### src/rtl/risc_fetch_ctrl_32.sv
// Instruction fetch sequencer: owns the PC, fetches from a combinational
// instruction memory into a small FIFO and hands words to decode via valid/ready.
module risc_fetch_ctrl_32 #(
  parameter logic [31:0] RESET_PC   = 32'h0000_0000,
  parameter int          MEM_DEPTH  = 64,
  parameter int          FIFO_DEPTH = 2,
  parameter logic [31:0] HALT_WORD  = 32'h0010_0073,
  parameter logic [31:0] NOP_WORD   = 32'h0000_0013
) (
  input  logic        clk,
  input  logic        rst_n,
  input  logic        fetchEn,
  output logic [31:0] instrAddr_32,
  input  logic [31:0] readData_32,
  output logic        instrValid,
  input  logic        instrReady,
  output logic [31:0] instrOut_32,
  output logic [31:0] instrPc_32,
  input  logic        redirectEn,
  input  logic [31:0] redirectPc_32,
  input  logic        resume,
  output logic        halted,
  output logic        misalignErr,
  output logic        rangeErr
);

  localparam int                PTR_W     = $clog2(FIFO_DEPTH);
  localparam int                CNT_W     = PTR_W + 1;
  localparam logic [31:0]       MEM_BYTES = 32'(MEM_DEPTH * 4);
  localparam logic [CNT_W-1:0]  CNT_FULL  = CNT_W'(FIFO_DEPTH);

  typedef enum logic [1:0] {S_IDLE, S_RUN, S_HALT} state_t;

  state_t           r_state;
  logic [31:0]      r_pc;
  logic [31:0]      r_fifo_pc   [FIFO_DEPTH];
  logic [31:0]      r_fifo_word [FIFO_DEPTH];
  logic [PTR_W-1:0] r_rd_ptr;
  logic [PTR_W-1:0] r_wr_ptr;
  logic [CNT_W-1:0] r_count;
  logic [31:0]      r_hold_pc;
  logic [31:0]      r_hold_word;
  logic             r_misalign;
  logic             r_range;

  logic             w_valid;
  logic             w_pop;
  logic             w_in_range;
  logic [31:0]      w_word;
  logic             w_fetch;
  logic [31:0]      w_head_pc;
  logic [31:0]      w_head_word;

  assign w_valid     = (r_count != '0);
  assign w_pop       = w_valid && instrReady;
  assign w_in_range  = (r_pc < MEM_BYTES);
  assign w_word      = w_in_range ? readData_32 : NOP_WORD;
  // A full FIFO may still accept a fetch when the head leaves in the same cycle.
  assign w_fetch     = (r_state == S_RUN) && fetchEn && !redirectEn &&
                       ((r_count != CNT_FULL) || w_pop);
  assign w_head_pc   = r_fifo_pc[r_rd_ptr];
  assign w_head_word = r_fifo_word[r_rd_ptr];

  assign instrAddr_32 = r_pc;
  assign instrValid   = w_valid;
  assign instrPc_32   = w_valid ? w_head_pc   : r_hold_pc;
  assign instrOut_32  = w_valid ? w_head_word : r_hold_word;
  assign halted       = (r_state == S_HALT);
  assign misalignErr  = r_misalign;
  assign rangeErr     = r_range;

  // Storage needs no reset: the head is only shown while count is non-zero.
  always_ff @(posedge clk) begin
    if (w_fetch) begin
      r_fifo_pc[r_wr_ptr]   <= r_pc;
      r_fifo_word[r_wr_ptr] <= w_word;
    end
  end

  always_ff @(posedge clk or negedge rst_n) begin
    if (!rst_n) begin
      r_rd_ptr <= '0;
      r_wr_ptr <= '0;
      r_count  <= '0;
    end else if (redirectEn) begin
      r_rd_ptr <= '0;
      r_wr_ptr <= '0;
      r_count  <= '0;
    end else begin
      if (w_pop)   r_rd_ptr <= r_rd_ptr + PTR_W'(1);
      if (w_fetch) r_wr_ptr <= r_wr_ptr + PTR_W'(1);
      if (w_fetch && !w_pop)      r_count <= r_count + CNT_W'(1);
      else if (!w_fetch && w_pop) r_count <= r_count - CNT_W'(1);
    end
  end

  // Last shown head, so the outputs hold their value once the FIFO drains.
  always_ff @(posedge clk or negedge rst_n) begin
    if (!rst_n) begin
      r_hold_pc   <= '0;
      r_hold_word <= '0;
    end else if (w_valid) begin
      r_hold_pc   <= w_head_pc;
      r_hold_word <= w_head_word;
    end
  end

  always_ff @(posedge clk or negedge rst_n) begin
    if (!rst_n) begin
      r_state    <= S_IDLE;
      r_pc       <= RESET_PC;
      r_misalign <= 1'b0;
      r_range    <= 1'b0;
    end else begin
      r_misalign <= redirectEn && (redirectPc_32[1:0] != 2'b00);
      if (redirectEn) begin
        r_pc    <= {redirectPc_32[31:2], 2'b00};
        r_range <= 1'b0;
        if (r_state == S_HALT) r_state <= S_RUN;
      end else begin
        if (w_fetch) begin
          r_pc <= r_pc + 32'd4;
          if (!w_in_range) r_range <= 1'b1;
        end
        case (r_state)
          S_IDLE:  if (fetchEn) r_state <= S_RUN;
          S_RUN:   if (w_fetch && (w_word == HALT_WORD)) r_state <= S_HALT;
          S_HALT:  if (resume) r_state <= S_RUN;
          default: r_state <= S_IDLE;
        endcase
      end
    end
  end

endmodule

### config.mk
export PLATFORM = sky130hd
export DESIGN_NAME = risc_fetch_ctrl_32
export DESIGN_NICKNAME = d
export VERILOG_FILES = /design/src/rtl/risc_fetch_ctrl_32.sv
export SDC_FILE = /design/constraint.sdc
export NUM_CORES = 1
export LEC_CHECK = 0
export CORE_ASPECT_RATIO = 2
export CORE_MARGIN = 3
export CORE_UTILIZATION = 50
export CTS_CLUSTER_SIZE = 8
export DETAILED_ROUTE_END_ITERATION = 6
export PLACE_DENSITY = 0.77
export SYNTH_ARGS = -nofsm -noshare
export SYNTH_HDL_FRONTEND = slang
export SYNTH_SLANG_ARGS = --single-unit
### constraint.sdc
create_clock -name clk -period 5.93 [get_ports clk]
set_clock_uncertainty 0.1 [all_clocks]
set_input_delay 1.186 -clock clk [delete_from_list [all_inputs] [get_ports clk]]
set_output_delay 1.186 -clock clk [all_outputs]
set_load 0.01 [all_outputs]
# Word level (Yosys, flattened, before mapping)
# Memory sizes are Yosys's and may differ from the RTL's.
# Cells that the tools add are included.
# W data, S select, Z words.
[word_totals] ramBits=128 word_cells=69 memories=2 reg_bits=104
[memory_table] memory="r_fifo_pc" depth=2 width=32 read_ports=1 rd_ports_with_merged_regs=0 wr=1 line_no="36" text="logic [31:0] r_fifo_pc [FIFO_DEPTH];"
[memory_table] memory="r_fifo_word" depth=2 width=32 read_ports=1 rd_ports_with_merged_regs=0 wr=1 line_no="37" text="logic [31:0] r_fifo_word [FIFO_DEPTH];"
[classes] order_cmp=1 n_mux=23 n_eq_ne=9 n_reduce_logical=20 n_addsub=5
[ops] op="$mux W32" n=5
[ops] op="$add A32 B3 Y32 const B" n=1
[ops] op="$eq A32 B21 Y1 const B" n=1
[ops] op="$lt A32 B9 Y1 const B" n=1
[ops] op="$mux W2" n=8
[ops] op="$mux W1" n=9
[ops] op="$logic_and A1 B1 Y1" n=8
[ops] op="$reduce_bool A2 Y1" n=4
[ops] op="$ne A3 B3 Y1 const B" n=2
[ops] op="$pmux W2 S3" n=1
[ops] op="$ne A2 B2 Y1 const B" n=2
[ops] op="$reduce_and A4 Y1" n=1
[ops] op="$logic_not A1 Y1" n=3
[ops] op="$ne A3 B2 Y1 const B" n=1
[ops] op="$reduce_bool A3 Y1" n=1
[ops] op="$add A1 B1 Y1 const B" n=2
[ops] op="$add A2 B1 Y2 const B" n=1
[ops] op="$eq A2 B1 Y1 const B" n=1
[ops] op="$eq A2 B2 Y1 const B" n=1
[ops] op="$logic_not A2 Y1" n=1
[ops] op="$ne A2 B1 Y1 const B" n=1
[ops] op="$reduce_and A2 Y1" n=1
[ops] op="$sub A2 B1 Y2 const B" n=1
[ops] op="$logic_or A1 B1 Y1" n=1

# Logic depth before layout (Yosys ltp)
[depth] ltp_word=9 ltp_mapped=8

# Least setup slack after synthesis
# No wires, ideal clock.
[synth_path] path_type="input to register" from="input port redirectEn" to="memory r_fifo_pc[0][10], enable pin" n_path_buf=2 t_arrival_ns=4.566 cell_stages=5 required_ns=5.348 setup_slack_ns=0.782 setup_time_ns=0.482 cell_sequence="buf_2 -> and4bb_4 -> o21ai_1 -> buf_2 -> nor2_1"
[synth_between] elab_chain_len=5
[synth_rtl] element="from (decl)" line_no="19" text="input logic redirectEn,"
[synth_rtl] element="$logic_not A1 Y1" line_no="59" text="assign w_fetch = (r_state == S_RUN) && fetchEn && !redirectEn &&"
[synth_rtl] element="$logic_and A1 B1 Y1 (2 in a row)" line_no="59"
[synth_rtl] element="$mux W1" line_no="74" text="if (w_fetch) begin"
[synth_rtl] element="$mux W1 (not written as such)" line_no="75" text="r_fifo_pc[r_wr_ptr] <= r_pc;"
[synth_rtl] element="to (decl)" line_no="36"
# No other way between the ends.

# Worst setup path in the final report
[layout_path] from="register r_rd_ptr" to="output port instrPc_32[13]"
[layout_between] elab_chain_len=2
[layout_rtl] element="from (decl)" line_no="38" text="logic [PTR_W-1:0] r_rd_ptr;"
[layout_rtl] element="from (signal assigned)" line_no="90" text="if (w_pop) r_rd_ptr <= r_rd_ptr + PTR_W'(1);"
[layout_rtl] element="$mem_v2 Z2 W32"
[layout_rtl] element="$mux W32"
[layout_rtl] element="to (decl)" line_no="18" text="output logic [31:0] instrPc_32,"
# No other way between the ends.

==> results.json <==
{
  "worst-endpoint-arrival_ns": 2.92,
  "drc": 0,
  "start_util_pct": 51.2,
  "cts_buffers": 34,
  "cts-root-buf": "clkbuf_16",
  "ant_nets": 0,
  "clk_pin_slew_ns": 0.05,
  "wl_per_cell_um": 18.7,
  "gp_congestion": 0.850,
  "grt_pass1_vias": 6409,
  "cts_tree": "yes",
  "syn_area_per_cell_um2": 12.9,
  "final_util_pct": 67.1,
  "synth_cell_types": 52,
  "clock_sinks": 226,
  "core_area_um2": 18000,
  "cts_resized": 0,
  "grt_pass1_wl_um": 33600,
  "p_total_mw": 4.31,
  "worstPathCellList": "mux2i_1 > o21ai_0 > clkdlybuf4s50_1",
  "tightest_slew_ns": 1.11,
  "postCtsHoldBufs": 0,
  "synth_edf_count": 124,
  "drive_above_1_share_pct": 7.13,
  "final_cells": 1125,
  "syn2layout_area_growth_pct": 30.9,
  "netlist_instances": 714,
  "post-cts-setup-buffers": 0,
  "async_flop_share_pct": 45.1,
  "path_max_fanout": 63,
  "ys.flop_type": "edfxtp_1",
  "critPathCaptureType": "output pin",
  "clockBufferDepth": 3,
  "crit_required_ns": 4.64,
  "seq_area_frac_synth_pct": 68.2,
  "num_rows": 69,
  "firstDrtPassIters": 4,
  "final_common_cell": "clkdlybuf4s50_1",
  "htree_levels": 2,
  "final_cell_mix": "165 x clkdlybuf4s50_1, 124 x edfxtp_1, 101 x dfrtp_1, 98 x nand2_1, 87 x o21ai_0",
  "vias": 6264,
  "drtIter0Drc": 276,
  "die_h_um": 198,
  "pwr_density_cell_nw_per_um2": 358,
  "status": "complete, no violations",
  "yosysTopAreaCellShare_pct": 40.5,
  "setup_violations": 0,
  "final_cell_area_um2": 12000,
  "ys_warn_count": 0,
  "leakagePower_nw": 4.42,
  "via_per_inst": 5.57,
  "period_share_pct": 70.9,
  "drt-total-wl_um": 21100,
  "fillers": 1323,
  "nets": 958,
  "antenna_found_initial": 0,
  "maxSlewHeadroom_pct": 25.7,
  "syn-cell-area_um2": 9200,
  "grt_max_degree": 67,
  "drv_cap": 0,
  "grt_use_total_pct": 21.4,
  "placed_area_um2": 11000,
  "synth_area_leaders": "edfxtp_1 40%, dfrtp_1 28%, mux2i_1 6.9%",
  "critPathSlowestCell": "dfrtp_4",
  "grt_setup_unrepaired": "no",
  "max_stage_delay_ns": 1.16,
  "critPathKind": "flip-flop to output pin",
  "clock_latency_ns": 0.48,
  "insertedDiodeCount": 0,
  "max-vdd-ir-drop_uv": 231,
  "dp_hpwl_um": 14100,
  "timing.fmax_mhz": 238,
  "dieArea_um2": 20200,
  "yosys_register_bits": 226,
  "finalCriticalPeriod_ns": 4.20,
  "yosysTopAreaCell": "edfxtp_1",
  "finalSetupTns_ns": 0,
  "start_kind": "flip-flop",
  "min_path_type": "flip-flop to flip-flop",
  "die_w_um": 102,
  "hold_violations": 0,
  "slew_violations": 0,
  "port_buffers": 167,
  "grt.overflow.total": 0,
  "ios": 170,
  "place_inst": 1064
}
## path summary, 6_finish.rpt
kind | slack, ns | start | cells past startpoint | end
setup / recovery | 1.73 | r_rd_ptr | 3 | instrPc_32[13]
hold / removal | 0.38 | r_hold_pc[0] | 1 | r_hold_pc[0]
setup reg to reg | 3.06 | r_state[1] | 4 | r_fifo_word[1][21]
hold reg to reg | 0.38 | r_hold_pc[0] | 1 | r_hold_pc[0]
max in group asynchronous | 3.89 | rst_n | 2 | r_rd_ptr
min in group asynchronous | 0.72 | rst_n | 1 | r_hold_pc[17]
## routing by layer
layer / part of all wire (%) / GRT usage [%]
met1: 38 / 26.2
met2: 52 / 36.8
met3: 5.7 / 3.21
met4: 4.2 / 10.3
met5: 0 / 0
## where the power goes
part | internal (mW) | leakage [nW] | switching (mW)
clock network | 1.15 | 0.487 | 0.629
registers | 1.82 | 2.35 | 0.105
logic | 0.318 | 1.58 | 0.289
## worst max-delay path, delay by kind of cell (launching register included)
| family | cells | cell delay [ns] |
|---|---|---|
| buffers and inverters | 1 | 0.63 |
| AOI/OAI and AO/OA | 1 | 0.46 |
| DFF | 1 | 1.16 |
| muxes | 1 | 0.17 |
## synthesized netlist by cell type (6+ instances only)
| master | n |
|---|---|
| edfxtp_1 | 124 |
| dfrtp_1 | 102 |
| nand2_1 | 98 |
| o21ai_0 | 87 |
| mux2i_1 | 63 |
| and2_1 | 32 |
| nor2_1 | 25 |
| clkbuf_1 | 23 |
| nand3_1 | 20 |
| nor4_1 | 12 |
| inv_1 | 10 |
| o311ai_0 | 9 |
| buf_2 | 8 |
| nand4_1 | 8 |
| nor2b_1 | 8 |
| o211ai_1 | 8 |
| a21oi_1 | 6 |
| nor3_1 | 6 |
## through the flow
step	setup WS, ns	hold slack [ns]
finish	1.73	0.380
global route	1.59	0.389
CTS	1.74	0.384
detailed placement	1.91	0.367
global placement	1.94	0.366
floorplan	0.782	0.416
## flip-flops by register name, summed over array words and instances (netlist names)
name / flops
r_state: 2
r_fifo_word: 64
r_wr_ptr: 1
instrAddr_32: 30
r_hold_pc: 32
r_count: 2
misalignErr: 1
r_hold_word: 32
rangeErr: 1
r_fifo_pc: 60
r_rd_ptr: 1
## area by class of cell
class                   instances  area, um^2  share of cell area [%]
well taps                     213         267                    2.21
inverters                      10        37.5                   0.312
repair buffers                175        1720                    14.3
clock inverters                 1        8.76                  0.0727
clock buffers                  60        1010                    8.40
flip-flops and latches        226        6280                    52.1
multi-input cells             440        2720                    22.6
## logic make-up after synthesis
logic type	synth area share (%)
fa+ha+maj	0.136
mux	6.85
simple gates	13.3
xor+xnor	0.190
compound gates	8.70
flops	68.2
buf+inv	2.54
other cells	0.0407
(Power assumes the default switching activity.)
==> variant, RTL diff (config.mk and constraints unchanged) <==
Encoding of `state_t`: now one-hot (3 bits for 3 states).
--- a/src/rtl/risc_fetch_ctrl_32.sv
+++ b/src/rtl/risc_fetch_ctrl_32.sv
@@ -29,7 +29,7 @@
   localparam logic [31:0]       MEM_BYTES = 32'(MEM_DEPTH * 4);
   localparam logic [CNT_W-1:0]  CNT_FULL  = CNT_W'(FIFO_DEPTH);
 
-  typedef enum logic [1:0] {S_IDLE, S_RUN, S_HALT} state_t;
+  typedef enum logic [2:0] {S_IDLE = 3'b001, S_RUN = 3'b010, S_HALT = 3'b100} state_t;
 
   state_t           r_state;
   logic [31:0]      r_pc;
Formal check against the unedited RTL: same outputs for any inputs over 4 cycles, from zero or initial values and one cycle with rst_n low; so few cycles prove little.
==> variant against the original RTL <==
- synthesized cell count is 0.84% higher
- sequential cell count increased by 1
- total power increased by 15%
- synthesized area rose by 1.4%
- die area increased by 1.3%
- critical path depth up 2
- combinational power is 89% higher
- routed wire length increased by 9.1%
- final area increased by 0.84%
- cell count about the same
- sequential power up 8%
- worst setup slack got worse by 0.068 ns
- critical endpoint is now instrPc_32[25]
- highest routed layer unchanged
==> variant: results (changes against the original RTL) <==
| Metric | Value |
|---|---|
| CTS H-tree lvls | `2 (unchanged)` |
| Number of enable flip-flop cells after synthesis | `124 (unchanged)` |
| Initial DRC Count | `360 (was 276)` |
| Skew-Pair Late Insertion Delay | `0.48 ns (about the same)` |
| DRT Pass-1 Iters | `5 (was 4)` |
| Clock buffer depth | `3 (unchanged)` |
| CTS resizes | `0 (unchanged)` |
| ANT cells | `0 (unchanged)` |
| Asr flop ratio synth | `45.4% (was 45.1%)` |
| Max VDD drop | `0.229 mV (was 0.231 mV)` |
| GP Congestion | `0.866 (was 0.850)` |
| Vias | `6502 (was 6264)` |
| Leakage | `4.52 nW (was 4.42 nW)` |
| Syn. warnings | `0 (unchanged)` |
| Syn Area/Cell | `13.0 um^2 (was 12.9 um^2)` |
| Initial antenna violation count | `0 (unchanged)` |
| Nets | `956 (was 958)` |
| Fillers | `1320 (was 1323)` |
| Post-Layout Cell Count | `1124 (was 1125)` |
| Clk Tree Root Cell | `clkbuf_16 (unchanged)` |
| Synth Area in Compound Gates | `9.50% (was 8.70%)` |
| Top Registers | `r_fifo_word (64), r_fifo_pc (60) (unchanged)` |
| Synth Area in XOR/XNOR | `0.0939% (was 0.190%)` |
| Sequential fraction of the synthesis area | `67.6% (was 68.2%)` |
| Port Buffer Count | `167 (unchanged)` |
| Number of post-CTS setup repair buffers | `0 (unchanged)` |
| Layout cells sized above 1 | `6.17% (was 7.13%)` |
| Worst Hold Class | `flop to flop (unchanged)` |
| Maximum number of pins on one net before global-route repair | `77 (was 67)` |
| Status | `complete, no violations (unchanged)` |
| Count of cell types in the netlist | `53 (was 52)` |
| GRT Util Overall | `22.9% (was 21.4%)` |
| Routed WL | `23.0 mm (was 21.1 mm)` |
| Leading cell types by count after synthesis | `edfxtp_1 (124), dfrtp_1 (102), nand2_1 (91), o21ai_0 (66), mux2i_1 (63) (was edfxtp_1 (124), dfrtp_1 (102), nand2_1 (98), o21ai_0 (87), mux2i_1 (63))` |
| Reg clk slew, reported paths | `0.05 ns (about the same)` |
| Vias in the first global route | `6676 (was 6409)` |
| Adder-cell share of the synthesized area | `0.134% (was 0.136%)` |
| Number of buffers created by CTS | `34 (unchanged)` |
| Multiplexer area fraction after synthesis | `6.76% (was 6.85%)` |
| Post-DP HPWL | `15.2 mm (was 14.1 mm)` |
| Worst Path Arrival | `2.98 ns (was 2.92 ns)` |
| CP Max Fanout | `76 (was 63)` |
| Max transition margin | `25.5% (was 25.7%)` |
| First-pass GRT wire length | `36.1 mm (was 33.6 mm)` |
| Largest cells by area after synthesis | `edfxtp_1 (40%), dfrtp_1 (27%), mux2i_1 (6.8%) (was edfxtp_1 (40%), dfrtp_1 (28%), mux2i_1 (6.9%))` |
-- variant: changes by cell type in the layout (fill, tap and decap cells not counted), moves of 4 or more --
| cell | before | now |
|---|---|---|
| nand2_1 | 98 | 91 |
| or4_1 | 2 | 12 |
| nor3_1 | 6 | 15 |
| nor2_1 | 23 | 7 |
| o21ai_0 | 87 | 66 |
| nor4_1 | 12 | 16 |
| a21o_1 | 1 | 8 |
| a221o_1 | 3 | 12 |
| o311ai_1 | 3 | 10 |
| nor3b_1 | 0 | 4 |
| and4_1 | 0 | 4 |
-- variant: cell type report --
class	instances	share of cell area [%]
timing repair buffer	174	14.4
multi-input combinational	441	23.2
inverter	7	0.216
clock inverter	2	0.134
tap	216	2.22
clock buffer	57	7.89
sequential	227	51.9
-- variant: path summary, 6_finish.rpt --
path	startpoint	to	slack [ns]	cells after the start
worst max-delay path	r_count[1]	instrPc_32[25]	1.66	5
worst min-delay path	r_hold_pc[31]	r_hold_pc[31]	0.38	2
worst max register to register	r_state[1]	r_fifo_pc[0][20]	2.88	5
worst min register to register	r_hold_pc[31]	r_hold_pc[31]	0.38	2
max in group asynchronous	rst_n	r_hold_pc[18]	3.92	2
min in group asynchronous	rst_n	r_hold_pc[6]	0.71	1
-- variant: power breakdown --
part	switching, mW	total [mW]	internal [mW]	leakage (nW)
clock	0.638	1.73	1.09	0.462
combinational	0.551	1.15	0.602	1.57
sequential	0.156	2.09	1.94	2.49
-- variant: routing by layer --
| layer | GRT usage [%] | up-vias | part of all wire, % |
|---|---|---|---|
| met2 | 41.9 | 221 | 56 |
| met1 | 27.1 | 3189 | 37 |
| met5 | 0 | - | 0 |
| met4 | 8.47 | 0 | 3.0 |
| met3 | 2.66 | 44 | 3.9 |
| li1 | - | 3048 | - |
-- variant: logic make-up after synthesis --
family	after synthesis
and+or+nand+nor	242
xor gates and xnor gates	1
AOI/OAI and AO/OA	132
muxes	63
adders and majority gates	1
other	1
buffers and inverters	53
DFF	227
-- variant: critical path, cell delays in order (launching register included) --
cell and delay [ns]:
dfrtp_1 0.44, nor2_4 0.81, buf_12 0.35, nand2_1 0.10
o21ai_0 0.14, clkdlybuf4s50_1 0.61
-- variant: stage by stage --
stage	worst slack (ns)	hold WS, ns	area, um^2
finish	1.66	0.384	12100
global route	1.42	0.422	12100
CTS	1.61	0.390	12100
detailed placement	1.84	0.375	11200
global placement	1.85	0.369	11200
floorplan	0.297	0.364	9330
